File: src/rtl/wifi_tx_ifft_scheduler.sv
// -----------------------------------------------------------------------------
// wifi_tx_ifft_scheduler
//
// Frame-level sequencer for the WiFi TX IFFT controller. A single frame request
// becomes the ordered control sequence the IFFT controller needs:
//   start -> wait for preamble -> per-symbol mapper handshake -> last-symbol
//   marking -> done.
// Symbol boundaries are found by counting IFFT output samples. A watchdog
// flags an error when the IFFT goes quiet for too long in RUN.
//
// Handshake semantics (all single-bit, sampled on the rising clk edge):
//   tx_start/num_symbols : request, accepted only in IDLE, with abort low and
//                          num_symbols != 0. ifft_start answers one cycle later.
//   preamble_done        : level, only looked at in PREAMBLE.
//   mapper_ready         : level, only looked at in WAIT_MAP. map_req answers
//                          one cycle later as a single-cycle pulse.
//   ifft_valid_out       : one strobe per sample, only counted in RUN.
//   abort                : highest priority outside reset; any non-IDLE state
//                          returns to IDLE on the next edge.
//
// Ports:
//   clk, reset (async, active low)
//   tx_start, num_symbols, abort         : MAC-side control
//   preamble_done, mapper_ready,
//   ifft_valid_out                       : IFFT controller / mapper status
//   ifft_start, ifft_last_symbol,
//   map_req, sym_index                   : IFFT controller / mapper control
//   tx_busy, tx_done, tx_error           : status to the AHB-side logic
//   dbg_state                            : current FSM state
//                                          (0 IDLE, 1 PREAMBLE, 2 WAIT_MAP,
//                                           3 RUN, 4 DONE)
// All outputs are registered and reset to 0.
// -----------------------------------------------------------------------------
module wifi_tx_ifft_scheduler #(
  parameter int SYM_SAMPLES = 80,
  parameter int NSYM_W      = 8,
  parameter int TIMEOUT     = 1023
) (
  input  logic              clk,
  input  logic              reset,
  input  logic              tx_start,
  input  logic [NSYM_W-1:0] num_symbols,
  input  logic              abort,
  input  logic              preamble_done,
  input  logic              mapper_ready,
  input  logic              ifft_valid_out,
  output logic              ifft_start,
  output logic              ifft_last_symbol,
  output logic              map_req,
  output logic [NSYM_W-1:0] sym_index,
  output logic              tx_busy,
  output logic              tx_done,
  output logic              tx_error,
  output logic [2:0]        dbg_state
);

  localparam int SMP_W = $clog2(SYM_SAMPLES + 1);
  localparam int TO_W  = $clog2(TIMEOUT + 1);
  localparam logic [SMP_W-1:0] SMP_LAST = SMP_W'(SYM_SAMPLES - 1);
  localparam logic [TO_W-1:0]  TO_LAST  = TO_W'(TIMEOUT - 1);

  typedef enum logic [2:0] {
    S_IDLE     = 3'd0,
    S_PREAMBLE = 3'd1,
    S_WAIT_MAP = 3'd2,
    S_RUN      = 3'd3,
    S_DONE     = 3'd4
  } state_t;

  state_t            state_q, state_d;
  logic [NSYM_W-1:0] nsym_q, nsym_d;
  logic [SMP_W-1:0]  smp_cnt_q, smp_cnt_d;
  logic [TO_W-1:0]   to_cnt_q, to_cnt_d;
  logic              ifft_start_q, ifft_start_d;
  logic              last_q, last_d;
  logic              map_req_q, map_req_d;
  logic [NSYM_W-1:0] sym_index_q, sym_index_d;
  logic              busy_q, busy_d;
  logic              done_q, done_d;
  logic              error_q, error_d;
  logic              timeout_hit;

  always_comb begin
    state_d      = state_q;
    nsym_d       = nsym_q;
    smp_cnt_d    = smp_cnt_q;
    to_cnt_d     = to_cnt_q;
    ifft_start_d = 1'b0;
    last_d       = last_q;
    map_req_d    = 1'b0;
    sym_index_d  = sym_index_q;
    done_d       = 1'b0;
    error_d      = error_q;
    timeout_hit  = 1'b0;

    case (state_q)
      S_IDLE: begin
        // abort in IDLE does nothing itself but masks a same-cycle request.
        if (tx_start && !abort && (num_symbols != '0)) begin
          nsym_d       = num_symbols;
          error_d      = 1'b0;
          ifft_start_d = 1'b1;
          state_d      = S_PREAMBLE;
        end
      end
      S_PREAMBLE: begin
        if (preamble_done) begin
          state_d = S_WAIT_MAP;
        end
      end
      S_WAIT_MAP: begin
        if (mapper_ready) begin
          map_req_d = 1'b1;
          last_d    = (sym_index_q == (nsym_q - NSYM_W'(1)));
          smp_cnt_d = '0;
          to_cnt_d  = '0;
          state_d   = S_RUN;
        end
      end
      S_RUN: begin
        if (ifft_valid_out) begin
          to_cnt_d  = '0;
          smp_cnt_d = smp_cnt_q + SMP_W'(1);
          if (smp_cnt_q == SMP_LAST) begin
            // Symbol boundary: the counter restarts, so it never wraps.
            smp_cnt_d = '0;
            if (last_q) begin
              last_d  = 1'b0;
              state_d = S_DONE;
            end else begin
              sym_index_d = sym_index_q + NSYM_W'(1);
              state_d     = S_WAIT_MAP;
            end
          end
        end else if (to_cnt_q == TO_LAST) begin
          // TIMEOUT consecutive quiet cycles in RUN.
          timeout_hit = 1'b1;
          error_d     = 1'b1;
        end else begin
          to_cnt_d = to_cnt_q + TO_W'(1);
        end
      end
      S_DONE: begin
        done_d      = 1'b1;
        sym_index_d = '0;
        state_d     = S_IDLE;
      end
      default: begin
        state_d = S_IDLE;
      end
    endcase

    // Abort and timeout share one exit; abort wins and keeps tx_error as is.
    if ((state_q != S_IDLE) && (abort || timeout_hit)) begin
      state_d     = S_IDLE;
      last_d      = 1'b0;
      sym_index_d = '0;
      smp_cnt_d   = '0;
      to_cnt_d    = '0;
      map_req_d   = 1'b0;
      done_d      = 1'b0;
      if (abort) begin
        error_d = error_q;
      end
    end

    // busy stays up through the tx_done cycle that follows DONE.
    busy_d = (state_d != S_IDLE) || ((state_q == S_DONE) && !abort);
  end

  always_ff @(posedge clk or negedge reset) begin
    if (!reset) begin
      state_q      <= S_IDLE;
      nsym_q       <= '0;
      smp_cnt_q    <= '0;
      to_cnt_q     <= '0;
      ifft_start_q <= 1'b0;
      last_q       <= 1'b0;
      map_req_q    <= 1'b0;
      sym_index_q  <= '0;
      busy_q       <= 1'b0;
      done_q       <= 1'b0;
      error_q      <= 1'b0;
    end else begin
      state_q      <= state_d;
      nsym_q       <= nsym_d;
      smp_cnt_q    <= smp_cnt_d;
      to_cnt_q     <= to_cnt_d;
      ifft_start_q <= ifft_start_d;
      last_q       <= last_d;
      map_req_q    <= map_req_d;
      sym_index_q  <= sym_index_d;
      busy_q       <= busy_d;
      done_q       <= done_d;
      error_q      <= error_d;
    end
  end

  assign ifft_start       = ifft_start_q;
  assign ifft_last_symbol = last_q;
  assign map_req          = map_req_q;
  assign sym_index        = sym_index_q;
  assign tx_busy          = busy_q;
  assign tx_done          = done_q;
  assign tx_error         = error_q;
  assign dbg_state        = state_q;

endmodule

File: config.mk
export PLATFORM = sky130hd
export DESIGN_NAME = wifi_tx_ifft_scheduler
export DESIGN_NICKNAME = d
export VERILOG_FILES = /design/src/rtl/wifi_tx_ifft_scheduler.sv
export SDC_FILE = /design/constraint.sdc
export NUM_CORES = 1
export LEC_CHECK = 0
export BUFFER_PORTS_ARGS = -buffer_cell sky130_fd_sc_hd__buf_4
export CORE_AREA = 3 3 105 107
export CTS_CLUSTER_SIZE = 24
export DETAILED_ROUTE_END_ITERATION = 12
export DIE_AREA = 0 0 108 110
export SETUP_SLACK_MARGIN = 0.15
export SYNTH_ARGS = -nofsm -noshare
export SYNTH_HDL_FRONTEND = slang
export SYNTH_SLANG_ARGS = --single-unit
File: constraint.sdc
create_clock -name clk -period 3.45 [get_ports clk]
set_clock_uncertainty 0.15 [all_clocks]
set_input_delay 0.69 -clock clk [delete_from_list [all_inputs] [get_ports clk]]
set_output_delay 0.69 -clock clk [all_outputs]
set_load 0.005 [all_outputs]
==> run_results.csv <==
group,metric,value,unit
global_routing,grt_pass1_wl,10.2,mm
synthesis,yosys_warnings,0,
global_routing,grt_use_met2,0.177,
placed_design,gp_congestion,0.817,
setup_path,cp_slowest_cell,"dfrtp_1",
global_routing,grt_use_total,0.107,
pwr,p_per_area,627,nW/µm²
synthesis,synth.distinct_cells,57,
timing,fmax,382,MHz
final_layout,multiInputGateArea,1370,µm²
synthesis,synth_top_family_by_area,"simple AND/OR/NAND/NOR gates",
global_routing,grt_pass1_vias,2030,
timing,whs,219,ps
clock_network,clk_pin_slew,80,ps
final_layout,final_util,0.289,
clock_network,cts.sinks,42,
synthesis,syn_area,2520,µm²
setup_path,path_cells,"nand3b_4, nor4_2, nor3b_2, nor3_1, mux2_2",
setup_path,slowest_delay,660,ps
detailed_routing,vias_per_cell,4.82,
setup_path,crit_type,"reg2reg",
timing,slew_violations,0,
detailed_routing,drt_iter0_markers,55,
synthesis,async_flop_share,1.00,
clock_network,ctsHoldBuffers,0,
clock_network,cts-htree-levels,2,
detailed_routing,drcViolationCount,0,
pwr,ir_drop,0.000231,V
floorplan,num_rows,37,
placed_design,place.port_buffers,31,
synthesis,synth_flop_cell,"dfrtp_1",
clock_network,cts_buffer_depth,2,
detailed_routing,ant_nets,0,
clock_network,cts_resized,0,
global_routing,grt_antenna_before_repair,0,
global_routing,grt_max_degree,43,
clock_network,cts_tree,"done",
final_layout,drive_above_1_share,0.195,
synthesis,yosys.area_share.simple,0.256,
floorplan,die_width,108,µm
floorplan,fp.dieH,110,µm
global_routing,top_usage_layer,"met2",
clock_network,cts_made_buffers,5,
global_routing,gr-usage-met3,0.0256,
detailed_routing,first_pass_iters,4,
placed_design,post-place-ws,745,ps
placed_design,place.detailed.hpwl,4.45,mm
setup_path,cp_max_fo,15,
timing,worst_pin_slew,1070,ps
timing,period_share,0.759,
detailed_routing,drt_wl_total,5.87,mm
global_routing,grtUsageMet1,0.140,
run,cap_violations,0,
floorplan,die_area,11900,µm²
setup_path,required,3480,ps
setup_path,worstReg2RegEnd,"sym_index[0]",
synthesis,synthAdderAreaFrac,0.0249,
synthesis,synth.area.mux_share,0.0552,
timing,fin_crit,2620,ps
detailed_routing,vias,2067,
synthesis,synth_xor_area_frac,0.0696,
setup_path,end_kind,"register",
clock_network,cts_setup_buffers,0,
synthesis,synth_seq_cells,42,
final_layout,antenna_cells,0,
detailed_routing,wl_per_cell,13.7,µm
placed_design,dpl-instance-area,2860,µm²
setup_path,r2r_setup_slack,830,ps
outcome,status,"completed",
synthesis,syn_nets,283,
floorplan,start_util,0.246,
timing,setup_ws,832,ps
hold_path,worstHoldPathType,"in2async",
synthesis,avgSynthCellArea,9.57,µm²
synthesis,synth-compound-area-share,0.138,
floorplan,core_area,10200,µm²
setup_path,arrival,2640,ps
timing,slew_headroom,0.280,
final_layout,fillers,1088,
setup_path,r2r.worst_path.cells,5,
timing,setup_tns,0,ps
final_layout,area_delta_synth_final,17.4,%
clock_network,clock_latency,290,ps
setup_path,crit_family,"simple AND/OR/NAND/NOR gates",
final_layout,fin_area,2950,µm²
synthesis,synth_cells,263,
floorplan,io_pins,32,
setup_path,cp-start-kind,"register",
timing,setup-violations-final,0,
clock_network,clockRootBuffer,"clkbuf_8",
synthesis,ys_seq_area_frac,0.418,
setup_path,r2r_start,"dbg_state[0]",
final_layout,nets,312,
setup_path,cp_num_buf_inv,0,
timing,rsz0062_at_grt,"no",
synthesis,synth_edf_count,0,
pwr,p_leak,0.00127,µW
final_layout,seq_area,1050,µm²
timing,finalHoldViolCount,0,
global_routing,grt_remaining_overflow,0,
routing by layer:
layer | part of all wire | vias up
met3 | 0.047 | 5
met4 | 0.0097 | 0
met5 | 0 | -
met2 | 0.49 | 40
met1 | 0.45 | 1005
li1 | - | 1017
per-stage QoR:
stage,total power (µW),cells
6_report,1850,429
5_1_grt,2010,429
4_1_cts,1880,429
3_5_place_dp,1540,421
3_3_place_gp,1520,421
2_1_floorplan,1320,263
cell families after synthesis:
| logic type | after synthesis |
|---|---|
| muxes | 13 |
| DFF | 42 |
| buffers and inverters | 19 |
| AOI/OAI and AO/OA | 50 |
| xor gates and xnor gates | 20 |
| and+or+nand+nor | 114 |
| adders and majority gates | 5 |
area by class of cell:
cell class | count | share of cell area
repair buffers | 32 | 0.0814
well taps | 136 | 0.0576
clock inverters | 1 | 0.00169
clock buffers | 7 | 0.0292
flip-flops and latches | 42 | 0.356
multi-input cells | 202 | 0.463
inverters | 9 | 0.0114
state kept, by name, summed over array words and instances, names as in the netlist, 3 cells and up:
register,cells
dbg_state,3
nsym_q,8
smp_cnt_q,7
sym_index,8
to_cnt_q,10
report_power, final:
part           internal (µW)  switching [µW]  total, µW
Sequential               596             168        764
Combinational            357             401        757
Clock                    162             168        330
worst register-to-register path, stage by stage (launching register included):
cell      delay [ps]
dfrtp_1          660
nand3b_4         220
nor4_2           520
nor3b_2          190
nor3_1           390
mux2_2           380
layout by cell type (no fill, tap or decap), drive strengths merged, types with 5 or more instances in the layout:
cell	n
nand2	19
nand4	7
buf	32
o21ai	7
nor2	21
nand3	9
mux2i	6
nor4	10
and3	6
inv	9
dfrtp	42
xnor2	7
mux2	7
nor2b	5
nand2b	7
clkbuf	7
xor2	13
a21oi	11
ha	5
o31ai	6
nor3	13
synth_stat cells (2+ instances only):
master / instances / area share
a211o_1: 2 / 0.0070
a21boi_1: 2 / 0.0060
a21o_1: 3 / 0.0090
a21oi_1: 11 / 0.022
and3_1: 4 / 0.0099
and3_2: 2 / 0.0060
buf_2: 2 / 0.0040
buf_6: 2 / 0.0090
clkbuf_1: 4 / 0.0060
dfrtp_1: 42 / 0.42
ha_1: 5 / 0.025
inv_1: 9 / 0.013
mux2_2: 7 / 0.031
mux2i_1: 6 / 0.024
nand2_1: 19 / 0.028
nand2b_1: 7 / 0.017
nand3_1: 9 / 0.018
nand3b_1: 2 / 0.0060
nand4_1: 6 / 0.015
nor2_1: 21 / 0.031
nor2b_1: 5 / 0.012
nor3_1: 13 / 0.026
nor3b_1: 2 / 0.0060
nor4_1: 9 / 0.022
o21a_1: 3 / 0.0090
o21ai_0: 7 / 0.014
o21bai_1: 2 / 0.0060
o221ai_1: 2 / 0.0070
o2bb2ai_1: 2 / 0.0070
o31ai_1: 6 / 0.018
or4_1: 3 / 0.0090
xnor2_1: 7 / 0.024
xor2_1: 13 / 0.045
worst max path at each step:
stage	slack [ps]	to	cells after the start	from
2_1_floorplan	1060	sym_index[0]	6	ifft_valid_out
3_3_place_gp	820	tx_busy	6	ifft_valid_out
3_5_place_dp	750	tx_busy	6	ifft_valid_out
4_1_cts	830	sym_index[0]	6	smp_cnt_q[0]
5_1_grt	530	sym_index[3]	5	dbg_state[1]
6_report	830	sym_index[0]	5	dbg_state[0]
Note: power is estimated with default switching activity, not from simulation.
